`src/rtl/irq_ctrl.sv`:
```
// irq_ctrl: builds mip_next from synchronized PLIC levels, timer compares and msip, then arbitrates one interrupt trap request.
// Latency: ext level -> mip_next 2 cycles; timer compare -> mip_next 1 cycle; mip_q -> irq_req 1 cycle; mip_q & mie -> wfi_wake 1 cycle.
// Backpressure: irq_req/irq_cause hold until irq_ack or until the candidate is withdrawn; each ack is followed by a 2-cycle holdoff.
// Ports: clk/rst (sync, active-high); CSR inputs mip_q, mie, mideleg, mstatus, privilege_mode, menvcfgh;
//        timer inputs timer_counter, mtimecmp, stimecmp/stimecmph; msip, ext_meip_async, ext_seip_async; irq_ack;
//        outputs mip_next (comb), irq_req, irq_cause, wfi_wake (registered).
module irq_ctrl (
   input  logic        clk,
   input  logic        rst,
   input  logic [31:0] mip_q,
   input  logic [31:0] mie,
   input  logic [31:0] mideleg,
   input  logic [31:0] mstatus,
   input  logic [1:0]  privilege_mode,
   input  logic [63:0] timer_counter,
   input  logic [63:0] mtimecmp,
   input  logic [31:0] stimecmp,
   input  logic [31:0] stimecmph,
   input  logic [31:0] menvcfgh,
   input  logic        msip,
   input  logic        ext_meip_async,
   input  logic        ext_seip_async,
   input  logic        irq_ack,
   output logic [31:0] mip_next,
   output logic        irq_req,
   output logic [31:0] irq_cause,
   output logic        wfi_wake
);

   typedef enum logic [1:0] {IDLE = 2'd0, REQ = 2'd1, HOLD = 2'd2} state_t;

   localparam logic [1:0] PRIV_U = 2'd0;
   localparam logic [1:0] PRIV_S = 2'd1;
   localparam logic [1:0] PRIV_M = 2'd3;

   // Input vector is pre-ordered by priority: MEIP, MSIP, MTIP, SEIP, SSIP, STIP.
   function automatic logic [3:0] first_code(input logic [5:0] v);
      logic [3:0] c;
      c = 4'd0;
      if      (v[5]) c = 4'd11;
      else if (v[4]) c = 4'd3;
      else if (v[3]) c = 4'd7;
      else if (v[2]) c = 4'd9;
      else if (v[1]) c = 4'd1;
      else if (v[0]) c = 4'd5;
      return c;
   endfunction

   logic        meip_meta_q, meip_meta_d, meip_s_q, meip_s_d;
   logic        seip_meta_q, seip_meta_d, seip_s_q, seip_s_d;
   logic        mtip_q, mtip_d, stip_q, stip_d, msip_q, msip_d;
   state_t      state_q, state_d;
   logic [1:0]  hold_cnt_q, hold_cnt_d;
   logic        irq_req_q, irq_req_d;
   logic [31:0] irq_cause_q, irq_cause_d;
   logic        wfi_wake_q, wfi_wake_d;

   logic [5:0]  pend6, deleg6, mpend6, spend6;
   logic        m_elig, s_elig, cand_valid;
   logic [3:0]  cand_code;

   // Only the standard interrupt bits and the MIE/SIE/STCE enables matter here.
   logic unused_bits;
   assign unused_bits = ^{mstatus[31:4], mstatus[2], mstatus[0], menvcfgh[30:0],
                          mideleg[31:12], mideleg[10], mideleg[8], mideleg[6],
                          mideleg[4], mideleg[2], mideleg[0]};

   // Input conditioning and mip_next
   always_comb begin
      meip_meta_d = ext_meip_async;
      meip_s_d    = meip_meta_q;
      seip_meta_d = ext_seip_async;
      seip_s_d    = seip_meta_q;
      mtip_d      = (timer_counter >= mtimecmp);
      stip_d      = (timer_counter >= {stimecmph, stimecmp});
      msip_d      = msip;
      wfi_wake_d  = |(mip_q & mie);

      mip_next     = 32'd0;
      mip_next[11] = meip_s_q;
      mip_next[9]  = seip_s_q;
      mip_next[7]  = mtip_q;
      // Without STCE the CSR unit owns STIP, so it is passed through.
      mip_next[5]  = menvcfgh[31] ? stip_q : mip_q[5];
      mip_next[3]  = msip_q;
      mip_next[1]  = mip_q[1];
   end

   // Arbitration
   always_comb begin
      pend6  = {mip_q[11] & mie[11], mip_q[3] & mie[3], mip_q[7] & mie[7],
                mip_q[9]  & mie[9],  mip_q[1] & mie[1], mip_q[5] & mie[5]};
      deleg6 = {mideleg[11], mideleg[3], mideleg[7], mideleg[9], mideleg[1], mideleg[5]};
      mpend6 = pend6 & ~deleg6;
      spend6 = pend6 & deleg6;
      m_elig = (privilege_mode != PRIV_M) || mstatus[3];
      s_elig = (privilege_mode == PRIV_U) || ((privilege_mode == PRIV_S) && mstatus[1]);

      cand_valid = 1'b0;
      cand_code  = 4'd0;
      if (m_elig && (|mpend6)) begin
         cand_valid = 1'b1;
         cand_code  = first_code(mpend6);
      end else if (s_elig && (|spend6)) begin
         cand_valid = 1'b1;
         cand_code  = first_code(spend6);
      end
   end

   // Request FSM
   always_comb begin
      state_d     = state_q;
      hold_cnt_d  = hold_cnt_q;
      irq_req_d   = irq_req_q;
      irq_cause_d = irq_cause_q;
      case (state_q)
         IDLE: begin
            if (cand_valid) begin
               irq_req_d   = 1'b1;
               irq_cause_d = {1'b1, 27'd0, cand_code};
               state_d     = REQ;
            end
         end
         REQ: begin
            // Ack has priority over withdrawal: the latched cause is taken.
            if (irq_ack) begin
               irq_req_d  = 1'b0;
               hold_cnt_d = 2'd2;
               state_d    = HOLD;
            end else if (!cand_valid) begin
               irq_req_d = 1'b0;
               state_d   = IDLE;
            end
         end
         HOLD: begin
            // Lets the trap's mstatus/privilege update reach our inputs before re-arbitrating.
            irq_req_d = 1'b0;
            if (hold_cnt_q == 2'd1) state_d = IDLE;
            else                    hold_cnt_d = hold_cnt_q - 2'd1;
         end
         default: begin
            irq_req_d = 1'b0;
            state_d   = IDLE;
         end
      endcase
   end

   always_ff @(posedge clk) begin
      if (rst) begin
         meip_meta_q <= 1'b0;
         meip_s_q    <= 1'b0;
         seip_meta_q <= 1'b0;
         seip_s_q    <= 1'b0;
         mtip_q      <= 1'b0;
         stip_q      <= 1'b0;
         msip_q      <= 1'b0;
         state_q     <= IDLE;
         hold_cnt_q  <= 2'd0;
         irq_req_q   <= 1'b0;
         irq_cause_q <= 32'd0;
         wfi_wake_q  <= 1'b0;
      end else begin
         meip_meta_q <= meip_meta_d;
         meip_s_q    <= meip_s_d;
         seip_meta_q <= seip_meta_d;
         seip_s_q    <= seip_s_d;
         mtip_q      <= mtip_d;
         stip_q      <= stip_d;
         msip_q      <= msip_d;
         state_q     <= state_d;
         hold_cnt_q  <= hold_cnt_d;
         irq_req_q   <= irq_req_d;
         irq_cause_q <= irq_cause_d;
         wfi_wake_q  <= wfi_wake_d;
      end
   end

   assign irq_req   = irq_req_q;
   assign irq_cause = irq_cause_q;
   assign wfi_wake  = wfi_wake_q;

endmodule

```
`config.mk`:
```
export PLATFORM = sky130hd
export DESIGN_NAME = irq_ctrl
export DESIGN_NICKNAME = d
export VERILOG_FILES = /design/src/rtl/irq_ctrl.sv
export SDC_FILE = /design/constraint.sdc
export NUM_CORES = 1
export LEC_CHECK = 0
export BUFFER_PORTS_ARGS = -buffer_cell sky130_fd_sc_hd__buf_4
export CELL_PAD_IN_SITES_DETAIL_PLACEMENT = 1
export CELL_PAD_IN_SITES_GLOBAL_PLACEMENT = 2
export CORE_MARGIN = 2
export CORE_UTILIZATION = 18
export CTS_CLUSTER_SIZE = 28
export DETAILED_ROUTE_END_ITERATION = 10
export PLACE_DENSITY = 0.94
export SLEW_MARGIN = 5
export SYNTH_ARGS = -nofsm -noshare
export SYNTH_HDL_FRONTEND = slang
export SYNTH_SLANG_ARGS = --single-unit
```
`constraint.sdc`:
```
create_clock -name clk -period 2 [get_ports clk]
set_input_delay 0.1 -clock clk [delete_from_list [all_inputs] [get_ports clk]]
set_output_delay 0.1 -clock clk [all_outputs]
set_load 0.05 [all_outputs]
```
# ---- After elaboration in Yosys (flattened, before gate mapping)
# Index checks and enable logic that the tools add are counted.
dict set report classes {
  magnitude_cmp 2
  reduce_logical 15
  shifts 0
  multipliers 0
  n_eq_ne 10
  div 0
  mux 29
  n_addsub 1
  bitwise_logic 10
}
# cell count
set ops {}
lappend ops {{$ge 64x64->1} 2}
lappend ops {{$mux 4} 10}
lappend ops {{$and 32x32->32} 1}
lappend ops {{$reduce_or 32->1} 1}
lappend ops {{$and 6x6->6} 2}
lappend ops {{$mux 2} 6}
lappend ops {{$mux 3} 4}
lappend ops {{$reduce_or 6->1} 2}
lappend ops {{$ne 2x2->1 const B} 5}
lappend ops {{$and 1x1->1} 6}
lappend ops {{$eq 2x1->1 const B} 3}
lappend ops {{$mux 1} 6}
lappend ops {{$not 6->6} 1}
lappend ops {{$pmux 2 s3} 1}
lappend ops {{$reduce_and 3->1} 2}
lappend ops {{$logic_not 2->1} 2}
lappend ops {{$pmux 2 s2} 1}
lappend ops {{$reduce_and 2->1} 2}
lappend ops {{$logic_and 1x1->1} 3}
lappend ops {{$ne 3x3->1 const B} 1}
lappend ops {{$eq 2x2->1 const B} 1}
lappend ops {{$logic_or 1x1->1} 2}
lappend ops {{$pmux 1 s2} 1}
lappend ops {{$reduce_bool 2->1} 1}
lappend ops {{$sub 2x1->2 const B} 1}
dict set report totals {
  wordCells 79
  out_inout_bits 66
  reg_bits 18
  ram_bits 0
  memories 0
  latchBits 0
  input_bits 360
  rom_bits 0
}

# ---- Logic depth before layout (Yosys ltp)
dict set report depth {
  word_depth 10
  ltp_mapped 8
  mapped_depth_nobuf 8
}

# ---- Least setup slack after synthesis
# Ideal clock, no wire load.
dict set report synth_timing {
  path_kind {in2reg}
  start {input stimecmp[14]}
  end {register stip_q}
  slack_ns 0.308
  required_time_ns 1.868
  setup_time_ns 0.132
  path_buffers 0
  arrival_time_ns 1.560
  stages 8
  cell_sequence {inv_1 ha_1 a21oi_1 nand2_1 a221o_1 o31a_1 a2111oi_0 o21ai_0}
}
dict set report synth_between {
  elab_chain_cells 1
}
# element line
set synth_rtl {}
lappend synth_rtl {{from (decl)} 17} ;# input logic [31:0] stimecmp,
lappend synth_rtl {{$ge 64x64->1} 75} ;# stip_d = (timer_counter >= {stimecmph, stimecmp});
lappend synth_rtl {{to (signal assigned)} 168} ;# stip_q <= stip_d;
lappend synth_rtl {{to (decl)} 51} ;# logic mtip_q, mtip_d, stip_q, stip_d, msip_q, msip_d;
# No other way between the ends.
# A chain may end at the register's enable or synchronous reset.

# ---- Worst setup path after layout
dict set report layout_timing {
  start {input timer_counter[14]}
  end {register mtip_q}
}
dict set report layout_between {
  elab_chain_cells 1
}
# element line
set layout_rtl {}
lappend layout_rtl {{from (decl)} 15} ;# input logic [63:0] timer_counter,
lappend layout_rtl {{$ge 64x64->1} 74} ;# mtip_d = (timer_counter >= mtimecmp);
lappend layout_rtl {{to (signal assigned)} 167} ;# mtip_q <= mtip_d;
lappend layout_rtl {{to (decl)} 51}
# No other way between the ends.

==> results.tsv <==
metric	value	unit
synth_cell_type_count	43	
core_region_area	25250	um^2
category_of_the_worst_setup_path_launch_point	primary input	
critical_path.endpoint_type	flip-flop	
synth_seq_area_share	0.07769	
grt_antenna_before_repair	0	
timing_max_transition_violations_final	0	
width_of_the_chip	164.5	um
grt_setup_unrepaired	false	
clkTransAtPathRegs	0.06	ns
cap_violations	0	
cell_leakage_power	4.127	nW
number_of_global_route_vias_before_repair	5596	
combPwrFrac	0.647	
finalHoldWorstSlack	0.05948	ns
synth.yosys.warnings	0	
grt_pass1_wl	28090	um
ctsLongestPathBuffers	2	
worstPathRequired	2.12	ns
clock-skew-final	0.003754	ns
setup_viol	0	
ir_worst_vdd	244.5	uV
final.period_utilization	0.9235	
globalRouteOverflowTotal	0	
preCtsSetupSlack	-0.1949	ns
routed_wire_length_per_instance	15.01	um
cell_count_after_synthesis	643	
fmax	541.4	MHz
post_cts_repair_timing_setup_buffer_count	0	
maximum_number_of_pins_on_one_net_before_global_route_repair	19	
tritoncts.num_buffers	3	
cts_root_buf	sky130_fd_sc_hd__clkbuf_16	
proportion_of_layout_cells_with_a_drive_suffix_above_1	0.3390	
place.port_buffers	285	
net-switching-power	1.050	mW
powerDensity	343.2	nW/um^2
synth-async-reset-ratio	0	
cts_sinks	18	
std_cell_rows	58	
outcome	finished clean	
post_synth_top_flop	sky130_fd_sc_hd__dfxtp_1	
routed-via-count	5486	
use_met3	0.02838	
wirelength_routed	19170	um
hold-path-endpoint	seip_meta_q	
worst_hold_path.num_cells	2	
critical_path_start_end_classification	in2reg	
synth_edf_count	0	
dp.final_hpwl	18020	um
drt_pass1_iterations	4	
regToRegStartpoint	state_q[0]	
worst_hold_launch	ext_seip_async	
gp_congestion	0.8710	
global_route.usage.met1	0.1427	
area_growth_syn_to_layout	55.65	%
drt-vias-per-instance	4.296	
fp.dieArea	27070	um^2
timing.critical_path.from	timer_counter[14]	
met2_usage	0.2607	
post_cts_resize_count	0	
min-delay-path-class	in2reg	
die-height	164.5	um
critPathMaxFanout	3	
p_sw_frac	0.4238	
drt_iter0_markers	167	
h_tree_depth	1	
busiest_layer	met2	
final_hold_viol_count	0	
final_critical_path_setup_slack	0.1530	ns
nFillCells	3169	
r2r_slack	0.67	ns
power_frac_seq	0.168	
tritoncts	yes	
num_antenna_cells	0	
min_period	1.847	ns
r2r_cells	4	
initial_utilization	0.1837	
synth.ff_latch_count	18	
post_synth_instance_area	4638	um^2
worst_skew_pair.late_latency	0.25	ns
floorplan.io_pins	426	
drt_antenna_net_count	0	
global_router_s_overall_resource_usage	0.1326	
rr_endpoint	irq_cause[2]	
p_clk_frac	0.185	
critical_path_arrival	1.97	ns
post_synth.cell_area_avg	7.213	um^2
nNetsFinal	1437	
p_int	1.428	mW
cts_hold_buffers	0	
drc	0	
==> worst max path at each step <==
| stage | slack [ns] | cells past startpoint | end |
|---|---|---|---|
| after floorplan | 0.31 | 8 | stip_q |
| after global placement | -0.12 | 9 | mtip_q |
| after detailed placement | -0.19 | 9 | stip_q |
| after CTS | 0.08 | 9 | stip_q |
| after global routing | 0.02 | 9 | mtip_q |
| final | 0.15 | 9 | mtip_q |
==> Yosys cell counts (all sizes together) (5+ instances only) <==
cell type	instances	area, um^2
dfxtp	18	360.4
nor2b	12	75.07
a21oi	60	300.3
o21ai	29	145.1
a22oi	8	60.06
buf	59	439.2
nand3b	5	37.54
nor4	8	50.05
inv	139	521.8
nand4	30	187.7
nand2	42	157.7
nor2	17	63.81
a21o	11	83.83
nand3	22	110.1
a2111oi	5	43.79
a211oi	5	37.54
ha	129	1614
==> layout by cell type (no fill, tap or decap), types with 4 or more instances in the layout <==
| cell type | n |
|---|---|
| sky130_fd_sc_hd__a22oi_1 | 8 |
| sky130_fd_sc_hd__nor3_1 | 4 |
| sky130_fd_sc_hd__conb_1 | 53 |
| sky130_fd_sc_hd__a21oi_1 | 60 |
| sky130_fd_sc_hd__o21ai_0 | 28 |
| sky130_fd_sc_hd__ha_1 | 129 |
| sky130_fd_sc_hd__nor4_1 | 7 |
| sky130_fd_sc_hd__nand3b_1 | 5 |
| sky130_fd_sc_hd__dfxtp_1 | 18 |
| sky130_fd_sc_hd__nor2_1 | 17 |
| sky130_fd_sc_hd__nor2b_1 | 12 |
| sky130_fd_sc_hd__a211oi_1 | 5 |
| sky130_fd_sc_hd__a21o_1 | 10 |
| sky130_fd_sc_hd__buf_4 | 308 |
| sky130_fd_sc_hd__inv_1 | 139 |
| sky130_fd_sc_hd__nand4_1 | 30 |
| sky130_fd_sc_hd__nand3_1 | 22 |
| sky130_fd_sc_hd__nand2_1 | 42 |
==> per-stage QoR <==
stage	utilization	std cells	cell area [um^2]	power [mW]	TNS, ns
after detailed placement	0.2818	1273	7116	2.038	-0.3515
after floorplan	-	695	4833	1.371	0
final	0.2859	1277	7219	2.478	0
after global routing	0.2859	1277	7219	2.702	0
after CTS	0.2853	1277	7204	2.516	0
after global placement	0.2818	1273	7116	1.984	-0.1706
==> area by class of cell <==
class	instances	area, um^2	share of cell area
multi-input cells	478	3523	0.4880
repair buffers	308	2312	0.3203
inverters	139	521.8	0.07227
well taps	330	412.9	0.05719
flip-flops and latches	18	360.3	0.04991
clock buffers	4	88.84	0.01231
==> flip-flops by register name, summed over array words and instances, names as in the netlist <==
signal and count:
stip_q 1, seip_s_q 1, state_q 2, mtip_q 1, seip_meta_q 1, hold_cnt_q 2
wfi_wake 1, irq_cause 5, msip_q 1, meip_meta_q 1, irq_req 1, meip_s_q 1
==> kinds of logic (layout without fill, tap and decap cells) <==
| group | Yosys count | in the layout | share of synthesized area |
|---|---|---|---|
| buffers and inverters | 199 | 451 | 0.2080 |
| adders and majority gates | 129 | 129 | 0.3480 |
| AOI/OAI and AO/OA | 148 | 148 | 0.2007 |
| DFF | 18 | 18 | 0.07769 |
| muxes | 1 | 1 | 0.002428 |
| and+or+nand+nor | 147 | 147 | 0.1624 |
| other | 1 | 53 | 0.0008085 |
==> per-layer routing <==
metal  share of wire  up-vias
li1                -     2738
met1            0.37     2504
met2            0.53      219
met3           0.083       25
met4           0.021        0
met5               0        -
==> worst max-delay path, stage by stage <==
cell                        delay [ns]
sky130_fd_sc_hd__buf_4            0.11
sky130_fd_sc_hd__ha_1             0.32
sky130_fd_sc_hd__a21oi_1          0.15
sky130_fd_sc_hd__nand2_1          0.09
sky130_fd_sc_hd__a221o_1          0.35
sky130_fd_sc_hd__o31a_1           0.32
sky130_fd_sc_hd__a2111oi_1        0.27
sky130_fd_sc_hd__buf_4            0.17
sky130_fd_sc_hd__o21ai_0          0.08
==> power groups by stage <==
stage | clock network (mW) | logic [mW] | registers [mW]
2_1_floorplan | 0 | 0.890 | 0.481
3_3_place_gp | 0 | 1.56 | 0.424
3_5_place_dp | 0 | 1.61 | 0.425
4_1_cts | 0.480 | 1.62 | 0.417
5_1_grt | 0.497 | 1.78 | 0.422
6_report | 0.458 | 1.60 | 0.417
(Power assumes the default switching activity.)
